===== config.mk =====
export PLATFORM = sky130hd
export DESIGN_NAME = pwm_peripheral
export DESIGN_NICKNAME = d
export VERILOG_FILES = /design/src/rtl/pwm_peripheral.sv
export SDC_FILE = /design/constraint.sdc
export NUM_CORES = 1
export LEC_CHECK = 0
export CELL_PAD_IN_SITES_DETAIL_PLACEMENT = 0
export CELL_PAD_IN_SITES_GLOBAL_PLACEMENT = 1
export CORE_AREA = 10 10 121 79
export DETAILED_ROUTE_END_ITERATION = 16
export DIE_AREA = 0 0 131 89
export PLACE_DENSITY = 0.64
export SYNTH_ARGS = -nofsm -noshare
export SYNTH_HDL_FRONTEND = slang
export SYNTH_SLANG_ARGS = --single-unit

===== constraint.sdc =====
create_clock -name clk -period 2.1 [get_ports clk]
set_input_delay 0.42 -clock clk [delete_from_list [all_inputs] [get_ports clk]]
set_output_delay 0.42 -clock clk [all_outputs]
set_load 0.01 [all_outputs]

===== src/rtl/pwm_peripheral.sv =====
// PWM output block: prescaler, 8-bit period counter, shadowed duty register
// and a registered per-lane output stage for the 16 chip output bits.
module pwm_peripheral #(
  parameter int DIV   = 1,
  parameter int DIV_W = 16
) (
  input  logic       clk,
  input  logic       rst_n,
  input  logic [7:0] en_reg_out_7_0,
  input  logic [7:0] en_reg_out_15_8,
  input  logic [7:0] en_reg_pwm_7_0,
  input  logic [7:0] en_reg_pwm_15_8,
  input  logic [7:0] pwm_duty_cycle,
  output logic [7:0] uo_out,
  output logic [7:0] uio_out,
  output logic       period_start
);

  localparam int               NUM_LANES = 16;
  localparam logic [DIV_W-1:0] DIV_LAST  = DIV_W'(DIV - 1);

  logic [DIV_W-1:0]     div_cnt;
  logic [7:0]           pwm_cnt;
  logic [7:0]           duty_active;
  logic                 tick;
  logic                 wrap;
  logic                 pwm_level;
  logic [NUM_LANES-1:0] out_en;
  logic [NUM_LANES-1:0] pwm_en;
  logic [NUM_LANES-1:0] lane_q;

  // With DIV=1 div_cnt never leaves 0, so tick is permanently high.
  assign tick = (div_cnt == DIV_LAST);
  assign wrap = tick && (pwm_cnt == 8'hFF);

  // Full duty is forced high so the cnt=255 slot does not produce a 1-tick dip.
  assign pwm_level = (duty_active == 8'hFF) || (pwm_cnt < duty_active);

  assign out_en = {en_reg_out_15_8, en_reg_out_7_0};
  assign pwm_en = {en_reg_pwm_15_8, en_reg_pwm_7_0};
  assign {uio_out, uo_out} = lane_q;

  // Prescaler: count 0..DIV-1, wrapping on tick.
  always_ff @(posedge clk or negedge rst_n) begin
    if (!rst_n)    div_cnt <= '0;
    else if (tick) div_cnt <= '0;
    else           div_cnt <= div_cnt + 1'b1;
  end

  // Free-running period counter, wraps 255 -> 0 naturally.
  always_ff @(posedge clk or negedge rst_n) begin
    if (!rst_n)    pwm_cnt <= '0;
    else if (tick) pwm_cnt <= pwm_cnt + 8'd1;
  end

  // Duty shadow and boundary pulse: the new duty lands together with cnt=0.
  always_ff @(posedge clk or negedge rst_n) begin
    if (!rst_n) begin
      duty_active  <= '0;
      period_start <= 1'b0;
    end else begin
      period_start <= wrap;
      if (wrap) duty_active <= pwm_duty_cycle;
    end
  end

  // Per-lane registered output; all lanes share one pwm_level so they stay phase-aligned.
  for (genvar i = 0; i < NUM_LANES; i++) begin : g_lane
    always_ff @(posedge clk or negedge rst_n) begin
      if (!rst_n) lane_q[i] <= 1'b0;
      else        lane_q[i] <= out_en[i] & (~pwm_en[i] | pwm_level);
    end
  end

endmodule


==> results of run 1 <==
==> cells in the mapped netlist (5+ instances only) <==
cell type | number | area [um2]
xor2_1 | 7 | 61.31
nor2_1 | 8 | 30.03
o21ai_0 | 8 | 40.04
nand2_1 | 9 | 33.78
dfrtp_1 | 49 | 1226
a21boi_1 | 5 | 37.54
nand4_1 | 8 | 50.05
xnor2_1 | 12 | 105.1
a21boi_0 | 11 | 82.58
inv_1 | 11 | 41.29
ha_1 | 10 | 125.1
nand3_1 | 12 | 60.06
==> how the worst max path moves through the flow <==
stage | start | slack (ns) | end | cells after the start
global route | div_cnt[0] | 0.04 | duty_active[0] | 6
floorplan | pwm_cnt[6] | 0.31 | uo_out[0] | 6
finish | pwm_cnt[6] | 0.22 | uio_out[2] | 6
global placement | pwm_cnt[6] | -0.04 | uio_out[3] | 5
detailed placement | pwm_cnt[6] | -0.06 | uo_out[4] | 5
CTS | pwm_cnt[6] | 0.09 | uio_out[2] | 5
==> routing by layer <==
metal  global-route usage (%)  wire, um  up-vias
li1                         -         -      780
met1                    12.49      2601      729
met2                    11.29      1606       60
met3                    8.294       893        9
met4                    3.317        67        0
met5                        0         0        -
==> flip-flops by register name, summed over array words and instances (netlist names) <==
signal,flops
div_cnt,16
period_start,1
uo_out,8
duty_active,8
pwm_cnt,8
uio_out,8
==> worst max-delay path, cell delays in order, from the launching register on <==
cell and delay, ns:
dfrtp_1 0.42, ha_1 0.33, and3_1 0.21, a221oi_2 0.34, o32ai_4 0.14, buf_12 0.17
a21boi_0 0.19
==> what timing repair did <==
item	CTS	global route
setup buffers	0	1
setup endpoints to repair	11	11
pin swaps	0	1
resized for setup	1	1
hold buffers	0	0
==> power breakdown <==
group          internal, mW  switching (mW)
Clock                 0.595           0.334
Combinational         0.102          0.0493
Sequential            0.959         0.00385
Total                  1.66           0.387
==> area by class of cell <==
type	instances	area [um2]
clock inverter	1	30.03
sequential	49	1226
timing repair buffer	65	653.1
fill	736	4408
clock buffer	7	142.6
multi-input combinational	118	902.1
inverter	11	41.29
tap	108	135.1
==> stage by stage <==
stage | hold WS, ns | util (%)
after floorplan | 0.1244 | -
after global placement | 0.4319 | 38.74
after detailed placement | 0.4289 | 38.74
after CTS | 0.1165 | 41.18
after global routing | 0.1191 | 41.53
final | 0.1043 | 41.53
==> kinds of logic after synthesis <==
kind of cell,synth area share (%)
AOI/OAI and AO/OA,10.28
xor gates and xnor gates,7.683
adders and majority gates,5.777
buffers and inverters,2.542
DFF,56.61
muxes,1.560
and+or+nand+nor,15.54
==> results.py, run 1 <==
metrics = {
    "status": {
        "outcome": "finished, final reports clean",
    },
    "worst_setup_path": {
        "timing.rr.end": "uio_out[2]",
        "path_class": "reg2reg",
        "arrival_ns": 2.08,
        "crit_fanout": 16,
        "crit_path_start_kind": "flip-flop",
        "r2r_cells": 6,
        "r2r_slack_ns": 0.22,
        "timing.rr.start": "pwm_cnt[6]",
        "cp-end-kind": "flip-flop",
        "worstPathRequired_ns": 2.30,
    },
    "cts": {
        "insertion_delay_ns": 0.29,
        "htree_levels": 2,
        "cts_tree": "built",
        "numCtsBuffers": 5,
        "clock_path_buffers": 2,
        "clkTransAtPathRegs_ns": 0.06,
        "root_buffer": "clkbuf_16",
        "clkSinkCount": 49,
    },
    "timing": {
        "hold_viol_final": 0,
        "slew_headroom_pct": 70.57,
        "timing.fmax_ghz": 0.5318,
        "grt_setup_unrepaired": "no",
        "min_period_over_period_pct": 89.55,
        "fin_crit_ns": 1.881,
        "finalMaxSlewViolations": 0,
        "finalClockSkew_ns": 0.004177,
        "worstMarginPinSlew_ns": 0.4405,
        "setup-violations-final": 0,
        "fin_tns_setup_ns": 0,
        "fin_ws_ns": 0.2194,
    },
    "floorplan": {
        "start_util_pct": 28.73,
        "io_pins": 59,
        "rows": 25,
        "core_area_um2": 7538,
        "die_h_um": 89,
        "dieWidth_um": 131,
        "die_area_um2": 11660,
    },
    "place": {
        "numPortBuffers": 58,
        "placedInstanceArea_um2": 2920,
        "place_congestion": 0.7270,
        "dp_hpwl_um": 4056,
        "dp_cells": 350,
        "dp_worst_setup_slack_ns": -0.05512,
    },
    "final_layout": {
        "drive_gt1_share_pct": 9.562,
        "insertedDiodeCount": 0,
        "layout.cells.most_common_list": "clkdlybuf4s50_1 (57), dfrtp_1 (49), nand3_1 (12), xnor2_1 (12)",
        "final_common_cell": "clkdlybuf4s50_1",
        "fin_cells": 359,
        "final_area_um2": 3131,
        "area_growth_pct": 44.54,
        "layout.nets": 302,
    },
    "logic_synthesis": {
        "synth_nets": 233,
        "yosys.cell_types.count": 34,
        "synth_seq_cells": 49,
        "async_flop_share_pct": 100.0,
        "synth_edf_count": 0,
        "syn-cell-area_um2": 2166,
        "ys_seq_area_share_pct": 56.61,
        "ys_warn_count": 0,
        "syn_avg_cell_area_um2": 11.97,
        "synth-main-ff-cell": "dfrtp_1",
        "synthCells": 181,
    },
    "grt": {
        "grt_antenna_before_repair": 0,
        "grtUsageTotal_pct": 9.766,
        "grt_pass1_wl_um": 8666,
        "grt_max_degree": 50,
        "grt_pass1_vias": 1717,
        "grt_overflow": 0,
    },
    "detailed_routing": {
        "dr.pass1.iters": 4,
        "vias": 1578,
        "wirelength_um": 5168,
        "vias_per_cell": 4.396,
        "drt_iter0_drc": 34,
        "wire_per_inst_um": 14.40,
        "ant_nets": 0,
        "post-route-drc-count": 0,
    },
    "run": {
        "maxCapViolCount": 0,
    },
    "power": {
        "p_leak_nw": 1.382,
        "p_total_mw": 2.043,
        "powerDensity_nw_per_um2": 652.8,
        "irDropWorstVdd_v": 0.0003079,
    },
    "hold_path": {
        "min_path_type": "in2async",
    },
}
(Power assumes the default switching activity.)
==> inputs of run 2 (changes only) <==
--- a/config.mk
+++ b/config.mk
@@ -10,7 +10,7 @@
 export CORE_AREA = 10 10 121 79
 export DETAILED_ROUTE_END_ITERATION = 16
 export DIE_AREA = 0 0 131 89
-export PLACE_DENSITY = 0.64
+export PLACE_DENSITY = 0.67
 export SYNTH_ARGS = -nofsm -noshare
 export SYNTH_HDL_FRONTEND = slang
 export SYNTH_SLANG_ARGS = --single-unit
==> constraint.sdc (replaced) <==
create_clock -name clk -period 1.7 [get_ports clk]
set_input_delay 0.34 -clock clk [delete_from_list [all_inputs] [get_ports clk]]
set_output_delay 0.34 -clock clk [all_outputs]
set_load 0.01 [all_outputs]
==> results.py, run 2 (synthesized netlist as in run 1, its figures left out) <==
metrics = {
    "worst_setup_path": {
        "r2r_cells": 9,
        "cpPeakStageDelay_ns": 0.39,
        "crit_path_start_kind": "flip-flop",
        "cp-end-kind": "flip-flop",
        "arrival_ns": 2.06,
        "cpMostUsedCell": "buf_6",
        "timing.rr.end": "uio_out[2]",
        "r2r_slack_ns": -0.15,
        "critPathSlowestCell": "dfrtp_1",
        "cp_cell_sequence": "inv_2, ha_4, and3_4, buf_6, a221oi_4, buf_6, o32ai_4, buf_6, a21boi_2",
        "crit_fanout": 4,
        "timing.rr.start": "duty_active[6]",
        "path_class": "reg2reg",
        "path_depth": 9,
        "worstPathRequired_ns": 1.91,
        "critical_path_buf_inv_count": 4,
        "crit_family": "buffers and inverters",
    },
    "detailed_routing": {
        "post-route-drc-count": 0,
        "wire_per_inst_um": 15.29,
        "dr.pass1.iters": 4,
        "wirelength_um": 6084,
        "vias_per_cell": 4.415,
        "vias": 1757,
        "ant_nets": 0,
        "drt_iter0_drc": 63,
    },
    "power": {
        "irDropWorstVdd_v": 0.0004548,
        "p_leak_nw": 1.608,
        "powerDensity_nw_per_um2": 670.5,
    },
    "cts": {
        "cts_hold_buf": 0,
        "clkSinkCount": 49,
        "insertion_delay_ns": 0.29,
        "clkTransAtPathRegs_ns": 0.07,
        "htree_levels": 2,
        "numCtsBuffers": 5,
        "root_buffer": "clkbuf_16",
        "clock_path_buffers": 2,
        "cts_tree": "built",
    },
    "timing": {
        "setup-violations-final": 26,
        "min_period_over_period_pct": 108.8,
        "fin_tns_setup_ns": -2.159,
        "timing.fmax_ghz": 0.5406,
        "finalMaxSlewViolations": 0,
        "finalClockSkew_ns": 0.005624,
        "fin_ws_ns": -0.1499,
        "worstMarginPinSlew_ns": 0.5617,
        "fin_crit_ns": 1.850,
        "hold_viol_final": 0,
        "grt_setup_unrepaired": "yes",
        "slew_headroom_pct": 62.39,
    },
    "final_layout": {
        "area_growth_pct": 66.67,
        "fin_cells": 398,
        "drive_gt1_share_pct": 33.10,
        "layout.cells.most_common_list": "clkdlybuf4s50_1 (57), dfrtp_1 (48), buf_4 (35)",
        "final_common_cell": "clkdlybuf4s50_1",
        "multi_input_area_um2": 1099,
        "largest_reg_flops": 16,
        "seq_area_um2": 1227,
        "layout.nets": 341,
        "insertedDiodeCount": 0,
        "n_fill_cell": 672,
        "top_register": "div_cnt",
    },
    "place": {
        "dp_cells": 379,
        "numPortBuffers": 58,
        "place_congestion": 0.7727,
        "dp_hpwl_um": 4391,
    },
    "floorplan": {
        "die_h_um": 89,
        "rows": 25,
        "dieWidth_um": 131,
        "core_area_um2": 7538,
        "start_util_pct": 28.73,
        "die_area_um2": 11660,
        "io_pins": 59,
    },
    "grt": {
        "grt_pass1_vias": 1901,
        "grt_overflow": 0,
        "grt_antenna_before_repair": 0,
        "grtUsageTotal_pct": 10.95,
        "grt_max_degree": 32,
        "grt_pass1_wl_um": 9749,
    },
    "hold_path": {
        "min_path_type": "in2async",
    },
    "status": {
        "outcome": "finished with violations",
        "violations": "negative setup slack",
    },
    "run": {
        "maxCapViolCount": 0,
    },
}
[run 2: worst reg2reg max path, cell delays in order (launching register included)]
cell and delay [ns]:
dfrtp_1 0.39, inv_2 0.09, ha_4 0.21, and3_4 0.17, buf_6 0.11, a221oi_4 0.27, buf_6 0.16, o32ai_4 0.08
buf_6 0.16, a21boi_2 0.14
[run 2: report_power, final]
part,switching (mW),internal [mW],total (mW)
Clock,0.445,0.594,1.04
Combinational,0.0631,0.129,0.192
Sequential,0.00518,1.18,1.19
[run 2: layer usage]
metal / GRT usage (%) / vias up / part of all wire [%]
li1: - / 857 / -
met3: 8.175 / 2 / 14
met4: 2.412 / 0 / 0.43
met5: 0 / - / 0
met2: 14.44 / 56 / 39
met1: 13.77 / 842 / 46
[run 2: how the worst max path moves through the flow]
stage | start | endpoint | slack (ns)
after floorplan | pwm_cnt[6] | uo_out[0] | -0.02
after global placement | duty_active[5] | uio_out[3] | -0.42
after detailed placement | duty_active[6] | uio_out[2] | -0.52
after CTS | pwm_cnt[6] | uio_out[2] | -0.14
after global routing | div_cnt[0] | duty_active[0] | -0.23
final | duty_active[6] | uio_out[2] | -0.15
[run 2: area by class of cell]
type                       count  area share, %
clock buffer                   6          3.847
clock inverter                 2         0.4853
inverter                      11          1.144
multi-input combinational    119          30.43
sequential                    49          34.00
tap                          108          3.744
timing repair buffer         103          26.34
[run 2: what timing repair did]
item | in CTS | in global routing
buffers inserted | 8 | 4
gates cloned | 1 | 0
resized for setup | 31 | 32
endpoints found under the setup margin | 27 | 32
pin swaps | 24 | 8
[run 2: metrics by stage]
step	utilization [%]	power (mW)	area [um2]	worst slack (ns)	hold slack [ns]
floorplan	-	1.236	2193	-0.01524	0.04441
global placement	41.78	1.400	3149	-0.4239	0.3319
detailed placement	41.78	1.401	3149	-0.5188	0.3363
CTS	46.17	2.459	3481	-0.1376	0.02317
global route	47.88	2.521	3610	-0.2335	0.03160
finish	47.88	2.420	3610	-0.1499	0.01796
